`src/rtl/fft_pkg.sv`:
```
// Shared types and constants for the FFT frame sequencer.
// Holds the processor state enum, sample width and default frame length.
package fft_pkg;
  localparam int FFT_SAMPLE_W = 32;
  localparam int FFT_N = 32;

  typedef enum logic [1:0] {
    P_IDLE,
    P_FFT,
    P_OUT
  } fft_proc_state_t;
endpackage

```
`src/rtl/fft_decim_ctr.sv`:
```
// Sample decimator: accepts one of every DECIM strobes, starting with the first.
// Ports: clk, reset_n (async low), strobe in, accept out (combinational).
module fft_decim_ctr #(
  parameter int DECIM = 1
) (
  input  logic clk,
  input  logic reset_n,
  input  logic strobe,
  output logic accept
);
  localparam int CW = 5;

  logic [CW-1:0] cnt_q, cnt_d;

  assign accept = strobe && (cnt_q == '0);

  always_comb begin
    cnt_d = cnt_q;
    if (strobe) begin
      cnt_d = (cnt_q == CW'(DECIM - 1)) ? '0 : cnt_q + 1'b1;
    end
  end

  always_ff @(posedge clk or negedge reset_n) begin
    if (!reset_n) cnt_q <= '0;
    else          cnt_q <= cnt_d;
  end
endmodule

```
`src/rtl/fft_frame_sequencer.sv`:
```
// Ping-pong frame writer plus FFT/readout sequencer; drops frames on overrun.
// Ports: sample in/valid, buffer write port, fft/out handshakes, busy, overrun,
// and ovf_count (only when FFT_SEQ_OVF_CNT_EN is defined).
module fft_frame_sequencer
  import fft_pkg::*;
#(
  parameter int N     = FFT_N,
  parameter int AW    = $clog2(N),
  parameter int DECIM = 1
) (
  input  logic                    clk,
  input  logic                    reset_n,
  input  logic [FFT_SAMPLE_W-1:0] sample_in,
  input  logic                    sample_valid,
  output logic                    buf_we,
  output logic [AW:0]             buf_waddr,
  output logic [FFT_SAMPLE_W-1:0] buf_wdata,
  output logic                    fft_start,
  output logic                    fft_bank,
  input  logic                    fft_done,
  output logic                    out_start,
  input  logic                    out_done,
  output logic                    busy,
  output logic                    overrun
`ifdef FFT_SEQ_OVF_CNT_EN
  ,
  output logic [15:0]             ovf_count
`endif
);
  logic accept;

  fft_decim_ctr #(.DECIM(DECIM)) u_decim (
    .clk     (clk),
    .reset_n (reset_n),
    .strobe  (sample_valid),
    .accept  (accept)
  );

  fft_proc_state_t state_q, state_d;
  logic [AW-1:0] idx_q, idx_d;
  logic wbank_q, wbank_d;
  logic last_q, last_d;
  logic fbank_q, fbank_d;
  logic we_q, start_q, ostart_q, busy_q, ovr_q;
  logic ovr_d, handoff;
  logic [AW:0] waddr_q;
  logic [FFT_SAMPLE_W-1:0] wdata_q;

  // last_q marks the cycle in which the frame's final write is on buf_we;
  // the handoff decision is made then, and an accept in that same cycle
  // must already see the toggled bank (full-rate strobes).
  always_comb begin
    handoff = last_q && (state_q == P_IDLE ||
                         (state_q == P_OUT && out_done));
    ovr_d   = last_q && !handoff;
    wbank_d = wbank_q ^ handoff;
    fbank_d = handoff ? wbank_q : fbank_q;
    idx_d   = accept ? idx_q + 1'b1 : idx_q;
    last_d  = accept && (idx_q == AW'(N - 1));
    state_d = state_q;
    unique case (state_q)
      P_IDLE:  state_d = P_IDLE;
      P_FFT:   if (fft_done) state_d = P_OUT;
      P_OUT:   if (out_done) state_d = P_IDLE;
      default: state_d = P_IDLE;
    endcase
    if (handoff) state_d = P_FFT;
  end

  always_ff @(posedge clk or negedge reset_n) begin
    if (!reset_n) begin
      state_q  <= P_IDLE;
      idx_q    <= '0;
      wbank_q  <= 1'b0;
      last_q   <= 1'b0;
      fbank_q  <= 1'b0;
      we_q     <= 1'b0;
      waddr_q  <= '0;
      wdata_q  <= '0;
      start_q  <= 1'b0;
      ostart_q <= 1'b0;
      busy_q   <= 1'b0;
      ovr_q    <= 1'b0;
    end else begin
      state_q  <= state_d;
      idx_q    <= idx_d;
      wbank_q  <= wbank_d;
      last_q   <= last_d;
      fbank_q  <= fbank_d;
      we_q     <= accept;
      if (accept) begin
        waddr_q <= {wbank_d, idx_q};
        wdata_q <= sample_in;
      end
      start_q  <= handoff;
      ostart_q <= (state_q == P_FFT) && fft_done;
      busy_q   <= (state_d != P_IDLE);
      ovr_q    <= ovr_d;
    end
  end

  assign buf_we    = we_q;
  assign buf_waddr = waddr_q;
  assign buf_wdata = wdata_q;
  assign fft_start = start_q;
  assign fft_bank  = fbank_q;
  assign out_start = ostart_q;
  assign busy      = busy_q;
  assign overrun   = ovr_q;

`ifdef FFT_SEQ_OVF_CNT_EN
  logic [15:0] ovf_q;

  // Counted from ovr_d so the count moves with the overrun pulse.
  always_ff @(posedge clk or negedge reset_n) begin
    if (!reset_n)                        ovf_q <= '0;
    else if (ovr_d && ovf_q != 16'hFFFF) ovf_q <= ovf_q + 1'b1;
  end

  assign ovf_count = ovf_q;
`endif
endmodule

```
`config.mk`:
```
export PLATFORM = sky130hd
export DESIGN_NAME = fft_frame_sequencer
export DESIGN_NICKNAME = d
export VERILOG_FILES = /design/src/rtl/fft_pkg.sv /design/src/rtl/fft_decim_ctr.sv /design/src/rtl/fft_frame_sequencer.sv
export SDC_FILE = /design/constraint.sdc
export NUM_CORES = 1
export LEC_CHECK = 0
export BUFFER_PORTS_ARGS = -buffer_cell sky130_fd_sc_hd__buf_4
export CAP_MARGIN = 40
export CORE_MARGIN = 3
export CORE_UTILIZATION = 31
export DETAILED_ROUTE_END_ITERATION = 6
export SLEW_MARGIN = 30
export SYNTH_ARGS = -nofsm -noshare
export SYNTH_HDL_FRONTEND = slang
export SYNTH_HIERARCHICAL = 1
export SYNTH_SLANG_ARGS = --single-unit
```
`constraint.sdc`:
```
create_clock -name clk -period 2.4 [get_ports clk]
set_input_delay 0 -clock clk [delete_from_list [all_inputs] [get_ports clk]]
set_output_delay 0 -clock clk [all_outputs]
set_load 0.01 [all_outputs]
```
### After elaboration in Yosys (flattened, before gate mapping)

Cells that the tools add are included.

* bits in registers: 58
* bits of input ports: 37
* output and inout bits: 44
* logic and storage cells: 35

* add/sub/neg operators: 2
* equality and inequality tests: 3
* mux-type cells: 5
* bitwise gates (word level): 1
* reduce and logical (&&, ||, !) cells: 11

Operators by type and width (count)
* 5-bit by 1-bit adder with 5-bit output (second input constant): 2
* 1-bit logical AND: 6
* 2-bit 2-to-1 mux: 3
* 5-bit == test (second input constant): 1
* 5-bit zero test: 1
* 5-bit 2-to-1 mux: 1
* 2-bit case mux with 2 select lines: 1
* 2-bit by 1-bit == test with 1-bit output (second input constant): 1
* 2-bit == test (second input constant): 1
* 2-bit zero test: 1
* 2-bit nonzero test: 1
* 1-bit zero test: 1
* 1-bit logical OR: 1
* 1-bit bitwise XOR: 1

### Logic depth before layout (Yosys ltp)

* word-level depth: 6
* gate-level depth with buffers: 8
* gate-level depth less buffers: 6

### Hierarchy

The synthesis kept the hierarchy.

By module, submodules not included
* fft_frame_sequencer: instances 1, cells an instance 134, area each 2055.7 um^2, sequential area each 1326.3 um^2
* fft_decim_ctr: instances 1, cells an instance 24, area each 265.3 um^2, sequential area each 125.1 um^2

### Least setup slack after synthesis

Ideal clock, no wire load.

* path type: register -> register
* start point: register u_decim.cnt_q[0]
* end point: register wdata_q[0], in the netlist buf_wdata[0]
* setup time: 125 ps
* data arrival time: 1634 ps
* required time: 2275 ps
* path slack: 642 ps
* stages on the path, launching flop included: 8
* path buffers: 2
* clock period less this slack: 1758 ps
* cell sequence: dfrtp_1 inv_1 ha_1 nor3b_2 and3b_1 buf_2 buf_4 mux2_2

* cells in the longest elaborated chain, start to end: 2

RTL lines
* from (decl): RTL line fft_decim_ctr.sv:13 `logic [CW-1:0] cnt_q, cnt_d;`
* from (signal assigned): RTL line fft_decim_ctr.sv:26 `else cnt_q <= cnt_d;`
* 5-bit zero test: RTL line fft_decim_ctr.sv:15 `assign accept = strobe && (cnt_q == '0);`
* 1-bit logical AND: RTL line fft_decim_ctr.sv:15
* named net accept: RTL line fft_frame_sequencer.sv:30 `logic accept;`
* to (signal assigned): RTL line fft_frame_sequencer.sv:93 `wdata_q <= sample_in;`
* to (decl): RTL line fft_frame_sequencer.sv:47 `logic [FFT_SAMPLE_W-1:0] wdata_q;`

The timed path passes the listed nets, and every way through them passes these cells.
A chain may end at the register's enable or synchronous reset.

### Final worst setup path

* start point: register u_decim.cnt_q[0]
* end point: register wdata_q[2], in the netlist buf_wdata[2]

Same word-level chain as after synthesis.

==> flow_summary.toml <==
[logic_synthesis]
synth_cells = 158
synth.avg_cell_area_um2 = 14.7
syn_area_um2 = 2320
synth_seq_cells = 58
synth_cell_types = 26
yosys_warnings = 6
syn-num-nets = 203
yosysSeqAreaShare_pct = 62.5

[routing]
drt_first_iter_violations = 26
ant_nets = 0
dr.pass1.iters = 3
post-route-drc-count = 0
wirelength_mm = 4.67
avgRoutedWirePerCell_um = 12.2
vias_per_cell = 4.28
vias = 1630

[critical_path]
timing.rr.start = "u_decim/cnt_q[0]$_DFFE_PN0P_"
r2r_cells = 6
cp_top_family = "simple AND/OR/NAND/NOR gates"
slowest_stage = "dfrtp_1"
arrival_ns = 2.11
end_kind = "flop"
crit_chain = "inv_1 > ha_1 > nor3b_2 > and3b_2 > buf_4 > mux2_2"
r2r-end = "buf_wdata[2]$_DFFE_PN0P_"
crit_required_ns = 2.61
start_kind = "flop"
critPathKind = "reg2reg"
critPathMaxStageDelay_ns = 0.43
path_buf_inv = 2
path_max_fanout = 26
ff2ff_setup_slack_ns = 0.50

[die]
die-width_um = 92.5
dieArea_um2 = 8560
start_util_pct = 33.1
die_y_um = 92.5
ios = 81
coreArea_um2 = 7020
rows = 30

[power_and_ir_drop]
power.leakage_nw = 1.70
peakVddDrop_uv = 456
powerDensity_nw_per_um2 = 1050
power_frac_comb_pct = 36.1
internal-power_w = 0.00260
pwr-share-clk_pct = 20.5
p_sw_w = 0.00112
power_frac_seq_pct = 43.3
switching_share_pct = 30.1

[clocking]
cts_buffer_depth = 2
clk_pin_slew_worst_paths_ns = 0.07
cts.sinks = 58
cts_root_buffer = "clkbuf_8"
clk_latency_ns = 0.32
cts_tree = "built"
cts_made_buffers = 9
cts_setup_buffers = 0
htreeDepth = 3

[global_route]
grt_util_all_layers_pct = 12.0
grt_pass1_wl_mm = 8.09
gr-total-overflow = 0
grt_pass1_vias = 1722
grt_start_max_net_pins = 59
antenna_found_initial = 0

[timing]
worst_pin_slew_ns = 0.713
setup_violations = 0
tns_ns = 0
max_freq_mhz = 526
max_slew_margin_pct = 52.4
final_max_slew_viol_count = 0
min_period_over_period_pct = 79.2
grt_setup_unrepaired = "no"
fin_skew_ns = 0.00569
fin_crit_ns = 1.90
hold_viol_final = 0

[min_path]
hold_depth = 3
hp-start = "out_done"
hold_path.class = "in2reg"
min_to = "overrun$_DFF_PN0_"

[status]
status = "completed"

[final_layout]
area_growth_syn_to_layout_pct = 52.4
nets = 325
layoutNonFillerInstCount = 381
drive_above_1_share_pct = 49.5
antenna_cells = 0

[place]
dp.cells = 330
port_buffers = 80
dp_hpwl_mm = 3.03
gp_congestion = 0.716

[job]
max_cap_violations = 0
[repair_timing]
item	in CTS	in global routing
hold buffers	35	0
hold endpoints to repair	94	0
gates resized for setup	0	0
[cell type report]
type,instances,area (µm²)
Clock buffer,11,141
Fill cell,625,3480
Timing Repair Buffer,117,966
Multi-Input combinational cell,87,802
Sequential cell,58,1450
Clock inverter,5,30.0
Inverter,7,26.3
Tap cell,96,120
[sequential cells by signal (all words and copies together), names as in the netlist]
register / cells
idx_q: 5
busy: 1
wbank_q: 1
overrun: 1
buf_waddr: 6
fft_start: 1
state_q: 2
buf_wdata: 32
last_q: 1
u_decim/cnt_q: 5
fft_bank: 1
out_start: 1
buf_we: 1
[per-stage QoR]
| stage | worst slack, ns | utilization [%] | cell area, µm² | power [W] | hold slack [ns] |
|---|---|---|---|---|---|
| after floorplan | 0.642 | - | 2320 | 0.00228 | -0.296 |
| after global placement | 0.583 | 43.0 | 3020 | 0.00291 | 0.116 |
| after detailed placement | 0.474 | 43.0 | 3020 | 0.00295 | 0.122 |
| after CTS | 0.470 | 50.4 | 3540 | 0.00378 | 0.0212 |
| after global routing | 0.334 | 50.4 | 3540 | 0.00401 | 0.0424 |
| final | 0.498 | 50.4 | 3540 | 0.00371 | 0.0364 |
[cell usage after synthesis, drive strengths merged]
cell | instances | area share, %
nor3b | 1 | 0.54
o211ai | 1 | 0.32
and3 | 1 | 0.27
and2 | 3 | 0.81
a31oi | 1 | 0.27
nor2 | 3 | 0.49
nand2b | 1 | 0.27
mux2 | 40 | 19
nor2b | 1 | 0.27
nand2 | 4 | 0.65
nand3b | 1 | 0.32
ha | 8 | 4.3
a21bo | 1 | 0.43
inv | 7 | 1.1
xor2 | 1 | 0.38
buf | 6 | 1.8
or3 | 1 | 0.27
and3b | 2 | 0.75
o21ai | 5 | 1.1
xnor2 | 5 | 1.9
nand4 | 3 | 0.81
a21oi | 3 | 0.65
o21a | 1 | 0.32
dfrtp | 58 | 63
[kinds of logic after synthesis]
logic type	after synthesis	synth area share [%]
XOR/XNOR	6	2.26
AO/OA/AOI/OAI	12	3.07
adder cells (fa/ha/maj)	8	4.31
buffers and inverters	13	2.96
multiplexers	40	19.4
flip-flops	58	62.5
AND/OR/NAND/NOR	21	5.45
[worst reg2reg max path, cell delays in order, from the launching register on]
cell and delay (ns):
dfrtp_1 0.43, inv_1 0.08, ha_1 0.14, nor3b_2 0.22, and3b_2 0.22, buf_4 0.30
mux2_2 0.39
[layer usage]
| metal | routed length, µm | GRT usage [%] |
|---|---|---|
| met4 | 57 | 5.20 |
| met2 | 2260 | 19.6 |
| met3 | 298 | 3.90 |
| met1 | 2050 | 14.3 |
| met5 | 0 | 0 |
[power groups by stage]
stage	Sequential, W	Clock (W)	Combinational, W
after CTS	0.00161	0.000801	0.00137
after global routing	0.00167	0.000855	0.00148
after detailed placement	0.00163	0	0.00132
after global placement	0.00162	0	0.00129
after floorplan	0.00175	0	0.000531
final	0.00161	0.000763	0.00134
[how the worst max path moves through the flow]
| stage | startpoint | endpoint | slack (ns) | depth (start not counted) |
|---|---|---|---|---|
| floorplan | u_decim/cnt_q[0]$_DFFE_PN0P_ | buf_wdata[0]$_DFFE_PN0P_ | 0.64 | 7 |
| global placement | u_decim/cnt_q[0]$_DFFE_PN0P_ | buf_wdata[26]$_DFFE_PN0P_ | 0.58 | 6 |
| detailed placement | u_decim/cnt_q[0]$_DFFE_PN0P_ | buf_wdata[2]$_DFFE_PN0P_ | 0.47 | 6 |
| CTS | u_decim/cnt_q[0]$_DFFE_PN0P_ | buf_wdata[28]$_DFFE_PN0P_ | 0.47 | 6 |
| global route | u_decim/cnt_q[0]$_DFFE_PN0P_ | buf_waddr[3]$_DFFE_PN0P_ | 0.33 | 6 |
| finish | u_decim/cnt_q[0]$_DFFE_PN0P_ | buf_wdata[2]$_DFFE_PN0P_ | 0.50 | 6 |
[cells in the final DEF, fill, tap and decap left out, types with 2 or more instances in the layout]
| master | count |
|---|---|
| dlygate4sd3_1 | 35 |
| nand2_1 | 4 |
| dfrtp_1 | 58 |
| nor2_1 | 3 |
| and2_1 | 3 |
| ha_1 | 8 |
| o21ai_0 | 5 |
| a21oi_1 | 3 |
| clkinv_2 | 3 |
| nand4_1 | 3 |
| inv_1 | 6 |
| xnor2_1 | 5 |
| buf_4 | 82 |
| clkbuf_8 | 10 |
| mux2_2 | 40 |
| clkinvlp_4 | 2 |
Note: power is estimated with default switching activity, not from simulation.
